## src/rtl/execute_stage_pkg.sv

```systemverilog
// rtl/execute_stage_pkg.sv - opcode, condition, flag-index and output-register state definitions
package execute_stage_pkg;

    // Data-processing opcodes in encoding order 0..F.
    typedef enum logic [3:0] {
        OP_AND = 4'h0, OP_EOR, OP_SUB, OP_RSB,
        OP_ADD,        OP_ADC, OP_SBC, OP_RSC,
        OP_TST,        OP_TEQ, OP_CMP, OP_CMN,
        OP_ORR,        OP_MOV, OP_BIC, OP_MVN
    } opcode_e;

    // Condition field encodings; NV (1111) never passes.
    typedef enum logic [3:0] {
        COND_EQ = 4'h0, COND_NE, COND_CS, COND_CC,
        COND_MI,        COND_PL, COND_VS, COND_VC,
        COND_HI,        COND_LS, COND_GE, COND_LT,
        COND_GT,        COND_LE, COND_AL, COND_NV
    } cond_e;

    // Bit positions inside the {N,Z,C,V} flag vector.
    localparam int FLAG_N = 3;
    localparam int FLAG_Z = 2;
    localparam int FLAG_C = 1;
    localparam int FLAG_V = 0;

    typedef enum logic {
        OREG_EMPTY = 1'b0,
        OREG_FULL  = 1'b1
    } oreg_state_e;

    // TST/TEQ/CMP/CMN occupy 8..B: they always set flags and never write Rd.
    function automatic logic is_compare(input logic [3:0] op);
        return op[3:2] == 2'b10;
    endfunction

    // Opcodes whose flags come from the adder rather than the logic unit.
    function automatic logic is_arith(input logic [3:0] op);
        return (op >= 4'h2 && op <= 4'h7) || op == 4'hA || op == 4'hB;
    endfunction

endpackage

```

## src/rtl/execute_stage_condition_check.sv

```systemverilog
// rtl/execute_stage_condition_check.sv - combinational ARM condition-field evaluator
// Ports: in_Cond (4-bit condition field), in_Flags ({N,Z,C,V}), out_Pass (1 = execute).
module condition_check
    import execute_stage_pkg::*;
(
    input  logic [3:0] in_Cond,
    input  logic [3:0] in_Flags,
    output logic       out_Pass
);

    logic n, z, c, v;
    cond_e cond;

    assign n    = in_Flags[FLAG_N];
    assign z    = in_Flags[FLAG_Z];
    assign c    = in_Flags[FLAG_C];
    assign v    = in_Flags[FLAG_V];
    assign cond = cond_e'(in_Cond);

    always_comb begin
        out_Pass = 1'b0;
        case (cond)
            COND_EQ: out_Pass = z;
            COND_NE: out_Pass = !z;
            COND_CS: out_Pass = c;
            COND_CC: out_Pass = !c;
            COND_MI: out_Pass = n;
            COND_PL: out_Pass = !n;
            COND_VS: out_Pass = v;
            COND_VC: out_Pass = !v;
            COND_HI: out_Pass = c & !z;
            COND_LS: out_Pass = !c | z;
            COND_GE: out_Pass = (n == v);
            COND_LT: out_Pass = (n != v);
            COND_GT: out_Pass = !z & (n == v);
            COND_LE: out_Pass = z | (n != v);
            COND_AL: out_Pass = 1'b1;
            COND_NV: out_Pass = 1'b0;
            default: out_Pass = 1'b0;
        endcase
    end

endmodule

```

## src/rtl/execute_stage.sv

```systemverilog
// rtl/execute_stage.sv - data-processing execute stage with NZCV register and one-entry output register
// Ports: in_Clk/in_Rst (sync active-high); upstream in_Valid/out_Ready with in_Cond, in_Opcode,
// in_S, in_Rd, in_Rn_val, in_Op2, in_Shift_carry; out_C_flag back to the shifter; out_Flags {N,Z,C,V};
// downstream out_Valid/in_Ready with out_Result, out_Rd, out_Wr_en.
// Optional macro EXEC_PERF_COUNT_EN adds out_Exec_count / out_Skip_count (condition pass / fail accepts).
module execute_stage
    import execute_stage_pkg::*;
#(
    parameter int WIDTH = 32,
    parameter int RADDR = 4
) (
    input  logic             in_Clk,
    input  logic             in_Rst,
    input  logic             in_Valid,
    output logic             out_Ready,
    input  logic [3:0]       in_Cond,
    input  logic [3:0]       in_Opcode,
    input  logic             in_S,
    input  logic [RADDR-1:0] in_Rd,
    input  logic [WIDTH-1:0] in_Rn_val,
    input  logic [WIDTH-1:0] in_Op2,
    input  logic             in_Shift_carry,
    output logic             out_C_flag,
    output logic [3:0]       out_Flags,
    output logic             out_Valid,
    input  logic             in_Ready,
    output logic [WIDTH-1:0] out_Result,
    output logic [RADDR-1:0] out_Rd,
    output logic             out_Wr_en
`ifdef EXEC_PERF_COUNT_EN
    ,
    output logic [31:0]      out_Exec_count,
    output logic [31:0]      out_Skip_count
`endif
);

    oreg_state_e      state_q, state_d;
    opcode_e          op;
    logic             accept;
    logic             cond_pass;
    logic [3:0]       flags_q, flags_d;
    logic             set_flags;

    logic [WIDTH-1:0] add_a, add_b;
    logic             add_cin;
    logic [WIDTH:0]   add_sum;
    logic             add_ovf;
    logic [WIDTH-1:0] logic_res;
    logic [WIDTH-1:0] alu_res;

    assign op        = opcode_e'(in_Opcode);
    assign accept    = in_Valid & out_Ready;
    assign set_flags = accept & cond_pass & (in_S | is_compare(in_Opcode));

    condition_check u_condition_check (
        .in_Cond  (in_Cond),
        .in_Flags (flags_q),
        .out_Pass (cond_pass)
    );

    // Operand steering: every arithmetic opcode is a single add of (a + b + cin);
    // subtraction uses the inverted operand so C=1 means "no borrow".
    always_comb begin
        add_a   = in_Rn_val;
        add_b   = in_Op2;
        add_cin = 1'b0;
        case (op)
            OP_SUB, OP_CMP: begin
                add_b   = ~in_Op2;
                add_cin = 1'b1;
            end
            OP_RSB: begin
                add_a   = in_Op2;
                add_b   = ~in_Rn_val;
                add_cin = 1'b1;
            end
            OP_ADC: add_cin = flags_q[FLAG_C];
            OP_SBC: begin
                add_b   = ~in_Op2;
                add_cin = flags_q[FLAG_C];
            end
            OP_RSC: begin
                add_a   = in_Op2;
                add_b   = ~in_Rn_val;
                add_cin = flags_q[FLAG_C];
            end
            default: ;
        endcase
    end

    assign add_sum = {1'b0, add_a} + {1'b0, add_b} + {{WIDTH{1'b0}}, add_cin};
    assign add_ovf = (add_a[WIDTH-1] == add_b[WIDTH-1]) & (add_sum[WIDTH-1] != add_a[WIDTH-1]);

    always_comb begin
        logic_res = in_Op2;
        case (op)
            OP_AND, OP_TST: logic_res = in_Rn_val & in_Op2;
            OP_EOR, OP_TEQ: logic_res = in_Rn_val ^ in_Op2;
            OP_ORR:         logic_res = in_Rn_val | in_Op2;
            OP_MOV:         logic_res = in_Op2;
            OP_BIC:         logic_res = in_Rn_val & ~in_Op2;
            OP_MVN:         logic_res = ~in_Op2;
            default:        logic_res = in_Op2;
        endcase
    end

    assign alu_res = is_arith(in_Opcode) ? add_sum[WIDTH-1:0] : logic_res;

    always_comb begin
        flags_d = flags_q;
        if (set_flags) begin
            flags_d[FLAG_N] = alu_res[WIDTH-1];
            flags_d[FLAG_Z] = (alu_res == '0);
            if (is_arith(in_Opcode)) begin
                flags_d[FLAG_C] = add_sum[WIDTH];
                flags_d[FLAG_V] = add_ovf;
            end else begin
                flags_d[FLAG_C] = in_Shift_carry;
            end
        end
    end

    // Output-register FSM: state register.
    always_ff @(posedge in_Clk) begin
        if (in_Rst) begin
            state_q <= OREG_EMPTY;
        end else begin
            state_q <= state_d;
        end
    end

    // Output-register FSM: next state.
    always_comb begin
        state_d = state_q;
        if (accept) begin
            state_d = OREG_FULL;
        end else if (state_q == OREG_FULL && in_Ready) begin
            state_d = OREG_EMPTY;
        end
    end

    // Output-register FSM: outputs.
    always_comb begin
        out_Valid = (state_q == OREG_FULL);
        out_Ready = !out_Valid | in_Ready;
    end

    always_ff @(posedge in_Clk) begin
        if (in_Rst) begin
            flags_q    <= 4'b0000;
            out_Result <= '0;
            out_Rd     <= '0;
            out_Wr_en  <= 1'b0;
        end else begin
            flags_q <= flags_d;
            if (accept) begin
                // A failed condition still occupies the slot so write-back sees it retire.
                out_Result <= alu_res;
                out_Rd     <= in_Rd;
                out_Wr_en  <= cond_pass & !is_compare(in_Opcode);
            end
        end
    end

    assign out_Flags  = flags_q;
    assign out_C_flag = flags_q[FLAG_C];

`ifdef EXEC_PERF_COUNT_EN
    always_ff @(posedge in_Clk) begin
        if (in_Rst) begin
            out_Exec_count <= 32'd0;
            out_Skip_count <= 32'd0;
        end else if (accept) begin
            if (cond_pass) begin
                out_Exec_count <= out_Exec_count + 32'd1;
            end else begin
                out_Skip_count <= out_Skip_count + 32'd1;
            end
        end
    end
`endif

endmodule

```

## config.mk

```make
export PLATFORM = sky130hd
export DESIGN_NAME = execute_stage
export DESIGN_NICKNAME = d
export VERILOG_FILES = /design/src/rtl/execute_stage_pkg.sv /design/src/rtl/execute_stage_condition_check.sv /design/src/rtl/execute_stage.sv
export SDC_FILE = /design/constraint.sdc
export NUM_CORES = 1
export LEC_CHECK = 0
export ABC_AREA = 1
export CORE_UTILIZATION = 55
export DETAILED_ROUTE_END_ITERATION = 6
export DONT_BUFFER_PORTS = 1
export GPL_ROUTABILITY_DRIVEN = 0
export HOLD_SLACK_MARGIN = 0.02
export PLACE_DENSITY = 0.7
export SETUP_SLACK_MARGIN = 0.15
export SYNTH_ARGS = -nofsm -noshare
export SYNTH_HDL_FRONTEND = slang
export SYNTH_HIERARCHICAL = 1
export SYNTH_SLANG_ARGS = --single-unit
export TNS_END_PERCENT = 5
```

## constraint.sdc

```tcl
create_clock -name in_Clk -period 5.1 [get_ports in_Clk]
set_clock_uncertainty 0.15 [all_clocks]
set_input_delay 1.02 -clock in_Clk [delete_from_list [all_inputs] [get_ports in_Clk]]
set_output_delay 1.02 -clock in_Clk [all_outputs]
set_load 0.005 [all_outputs]
```

; ---- After elaboration in Yosys (flattened, before gate mapping)
; Index checks and enable logic that the tools add are counted.
[totals]
reg_bits = 42
latchBits = 0
ramBits = 0
rom_bits = 0
in_bits = 82
output_inout_bits = 44
elab_cells = 90
mem_count = 0
[op_classes]
addsub = 2
mul = 0
div = 0
magnitude_cmp = 2
n_eq_ne = 33
shifts = 0
mux = 9
bitwise_logic = 17
reduce_logical = 21
[ops]
columns = cell, count
row1 = case mux 32 bit (5 select lines), 1
row2 = bitwise AND 32 bit, 2
row3 = 2-to-1 mux 32 bit, 2
row4 = inverter 32 bit, 2
row5 = case mux 32 bit (2 select lines), 1
row6 = equality test 4 bit (second input constant), 15
row7 = adder 32 x 32 -> 33 bit, 1
row8 = adder 33 x 1 -> 33 bit, 1
row9 = zero test 32 bit, 1
row10 = bitwise OR 32 bit, 1
row11 = bitwise XOR 32 bit, 1
row12 = equality test 4 x 3 -> 1 bit (second input constant), 7
row13 = equality test 4 x 2 -> 1 bit (second input constant), 4
row14 = case mux 1 bit (16 select lines), 1
row15 = OR reduction 3 bit, 3
row16 = equality test 4 x 1 -> 1 bit (second input constant), 2
row17 = zero test 4 bit, 2
row18 = bitwise AND 1 bit, 7
row19 = zero test 1 bit, 6
row20 = OR reduction 2 bit, 3
row21 = greater-or-equal comparator 4 x 2 -> 1 bit (second input constant), 1
row22 = <= comparator 4 x 3 -> 1 bit (second input constant), 1
row23 = bitwise OR 1 bit, 4
row24 = 2-to-1 mux 1 bit, 3
row25 = 8 further kinds, 12

; ---- Logic depth before layout (Yosys ltp)
[depth]
word_depth = 7
ltp_mapped = 26
depth_no_buf = 25

; ---- By module
; The synthesis kept the hierarchy.
[modules_own_cells]
columns = mod, n_inst, cells_each, area_each_um2, seq_area_each_um2
row1 = execute_stage, 1, 1346, 7206.9, 840.8
row2 = condition_check, 1, 45, 205.2, 0.0

; ---- Least setup slack after synthesis
; Ideal clock, no wire load.
[synth_timing]
path_kind = input to register
start = input port in_Opcode[1]
end = register flags_q[2], in the netlist out_Flags[2]
setup_ns = 0.070
t_arrival_ns = 3.678
required_time_ns = 4.880
slack_ns = 1.201
stages = 22
path_buffers = 2
path_cell_list = nand2_1 > nor2_1 > clkbuf_1 > clkbuf_1 > o21ai_0 > fa_1 > inv_1 > fa_1 > nand3_1 > nand3_1 > nand3_1 > nand3_1 > nand2_1 > nand2_1 > nand2_1 > nand3_1 > nand2_1 > nor2_1 > nand2_1 > nor2_1 > nand3_1 > a21oi_1
[synth_between]
elab_chain_len = 7
word_cells_on_any_way = 33
cone_classes = add/sub (2) / order compare (2) / eq/ne (13) / mux (5) / reduce/logical (11)
[synth_rtl]
columns = item, line_no
row1 = "start, declared", execute_stage.sv:17  ; input logic [3:0] in_Opcode,
row2 = equality test 4 bit (tied with other cells), "execute_stage_pkg.sv:38, execute_stage.sv:67"
row3 = OR reduction 3 bit (no source line) or OR reduction 2 bit (tied branches), -
row4 = case mux 32 bit (2 select lines) or 2-to-1 mux 32 bit (tied branches), execute_stage.sv:67  ; case (op)
row5 = adder 32 x 32 -> 33 bit, execute_stage.sv:91  ; assign add_sum = {1'b0, add_a} + {1'b0, add_b} + {{WIDTH{1'b0}}, add_cin};
row6 = adder 33 x 1 -> 33 bit, execute_stage.sv:91
row7 = 2-to-1 mux 32 bit (*), execute_stage.sv:107  ; assign alu_res = is_arith(in_Opcode) ? add_sum[WIDTH-1:0] : logic_res;
row8 = zero test 32 bit (*), execute_stage.sv:113  ; flags_d[FLAG_Z] = (alu_res == '0);
row9 = "end signal, assigned", execute_stage.sv:155  ; flags_q <= flags_d;
row10 = "end, declared", execute_stage.sv:41  ; logic [3:0] flags_q, flags_d;
; Every way passes the cells marked *; elsewhere a longest branch is shown, timed or not.
; A chain may end at the register's enable or synchronous reset.

; ---- Worst setup path in the final report
; Same ends and word-level chain as after synthesis.

==> results.txt <==
Overall die width: 118 um
Fin. Hold Viols: 0
Final min period: 4050 ps
Startpoint Class: primary input
Max Clk Rate: 247 MHz
P_leak: 4.16 nW
All-Layer GR Usage: 34.5%
Final #Nets: 1503
Peak supply drop: 0.158 mV
R2r startpoint: out_Flags[1]$_SDFFE_PP0P_
Worst EP arrival: 4120 ps
Reg2reg setup slack: 1760 ps
Syn Area/Cell: 5.33 um^2
CP Cell Sequence: nand2_1 -> nor2_4 -> buf_4 -> nand2_1 -> o21ai_0 -> fa_1 -> inv_1 -> fa_1 -> nand3_1 -> nand3_1 -> nand2_1 -> nand2_1 -> nand2_1 -> nand2_1 -> nand2_1 -> nand3_1 -> nand3_1 -> nand4_1 -> nor2_1 -> nand3_1 -> a21oi_1
Synth Instances: 1391
CP required: 5170 ps
Routed WL: 23.9 mm
Die area: 13900 um^2
YS warnings: 6
Yosys cell types: 41
RSZ-0062 raised after global routing: false
Slowest cell on crit path: buf_4
Status: finished, final reports clean
Final Max Tran Viols: 0
Seq/Total Area, Yosys: 11.3%
I/O Pins: 126
Worst Max-Slew Pin Slew: 758 ps
Cts repair resizes: 0
Cell taking the most area after synthesis: nand2_1
Setup Viol. Count Final: 0
# H-tree levels: 2
DIE HEIGHT: 118 um
Root Buffer: clkbuf_16
First-pass GRT wire length: 39.0 mm
Worst setup EP type: flip-flop
# hold bufs at CTS: 0
DR iter-0 viols: 701
Critical Path Start: in_Opcode[1]
Starting Density: 56.2%
CP Capture Point: out_Flags[2]$_SDFFE_PP0P_
Vias in the first global route: 7954
Synthesized net count: 1538
Initial antenna violation count: 0
Hold Crit Start: out_Wr_en$_SDFFE_PP0P_
Most common cell in the netlist: nand2_1
EDFF count, synth: 0
Ratio of cells with drive above 1 in the final layout: 3.46%
Drt wl/cell: 15.6 um
Sum Neg Setup Slack: 0 ps
ANT cells: 0
Synth cell count leaders: 432 x nand2_1, 231 x inv_1, 159 x nor2_1
Via/cell ratio: 5.64
Total number of vias: 8653
GR Overflow Total: 0
Port Buffer Count: 0
CTS tree: built
Post-route cell area: 7590 um^2
Largest net degree at the start of global routing: 62
Syn-to-layout area delta: 2.38%
Tcrit/Tclk final: 79.3%
Syn Std Cell Area: 7410 um^2
#FFs+latches synth: 42
Post-synth top flop: dfxtp_1
Slew HR: 49.3%
Worst path most repeated cell: nand2_1
Worst r2r dst: out_Flags[2]$_SDFFE_PP0P_
Clk pin slew, worst setup/hold paths: 60 ps
Cells taking the most area after synthesis: nand2_1 22%, inv_1 12%, dfxtp_1 11%, ha_1 11%, nor2_1 8.1%
Cell Area, Placed: 7440 um^2
Async SR Flop Fraction: 0%
CTS buffer count: 5
Slowest stage delay, CP: 470 ps
Kind of critical path: in -> reg
Crit Path Max Fanout: 61
DRT antenna net count: 0
Clk Latency, worst-skew pair: 280 ps
Power per cell area: 205 nW/um^2
Top-area cell type share of the netlist area: 21.9%
Hold crit path type: reg -> reg
Max-Cap Viols: 0
Rows: 42
Number of iterations in the first detailed-routing pass: 7
R2R cell count: 20
Core box area: 13200 um^2
Residual DRC count: 0
Clock buffer depth: 2
Post-CTS setup buffers: 0
Post-DP HPWL: 18.8 mm
Clock sinks: 42
cell usage in the layout, fill, tap and decap left out, drive strengths merged, types with 10 or more instances in the layout:
| cell | count |
|---|---|
| nand4 | 30 |
| nand3 | 79 |
| nand2 | 441 |
| ha | 63 |
| nor2 | 167 |
| a21oi | 86 |
| dfxtp | 42 |
| inv | 237 |
| o21ai | 106 |
| o221ai | 31 |
| nor3 | 10 |
worst max-delay path: cells and delay by family:
family | cells | cell delay [ps]
fa+ha+maj | 2 | 680
simple gates | 15 | 1600
compound gates | 2 | 250
buf+inv | 2 | 560
cell type report:
type,instances,area [um^2]
fillers,1461,5600
multi-input cells,1062,5430
inverters,238,893
flip-flops and latches,42,841
well taps,176,220
clock buffers,7,143
repair buffers,7,52.6
clock inverters,1,5.00
through the flow:
| stage | cells | total power [W] | worst slack, ps | hold WS [ps] | utilization [%] |
|---|---|---|---|---|---|
| 2_1_floorplan | 1391 | 0.00103 | 1200 | 312 | - |
| 3_3_place_gp | 1525 | 0.00122 | 832 | 316 | 56.4 |
| 3_5_place_dp | 1525 | 0.00123 | 808 | 319 | 56.4 |
| 4_1_cts | 1533 | 0.00155 | 1100 | 330 | 57.5 |
| 5_1_grt | 1533 | 0.00170 | 627 | 349 | 57.5 |
| 6_report | 1533 | 0.00155 | 1050 | 327 | 57.5 |
cells by family after synthesis:
kind of cell / count (synthesis) / synth area share, %
compound gates: 253 / 20.1
xor+xnor: 3 / 0.355
fa+ha+maj: 65 / 11.2
buf+inv: 287 / 15.5
flops: 42 / 11.3
simple gates: 741 / 41.6
how the worst min path moves through the flow:
stage / to / depth (start not counted)
after floorplan: out_Rd[0]$_SDFFE_PP0P_ / 2
after global placement: out_Rd[3]$_SDFFE_PP0P_ / 2
after detailed placement: out_Rd[3]$_SDFFE_PP0P_ / 2
after CTS: out_Wr_en$_SDFFE_PP0P_ / 2
after global routing: out_Rd[1]$_SDFFE_PP0P_ / 2
final: out_Wr_en$_SDFFE_PP0P_ / 2
routing by layer:
metal	GRT usage, %	up-vias	wire [um]
li1	-	4417	-
met1	40.3	3796	9660
met2	58.7	345	11100
met3	5.43	95	1550
met4	22.0	0	1670
met5	0	-	0
flip-flops by register name, summed over array words and instances, names as in the netlist:
name	count
out_Result	32
out_Flags	4
out_Rd	4
out_Valid	1
out_Wr_en	1
power by group:
group          internal [W]  total (W)  switching (W)  leakage, nW
registers          0.000360   0.000387      0.0000270        0.348
clock network      0.000194   0.000318       0.000124       0.0739
logic              0.000279   0.000847       0.000568         3.74
No activity file was read; power rests on OpenSTA's default activity.
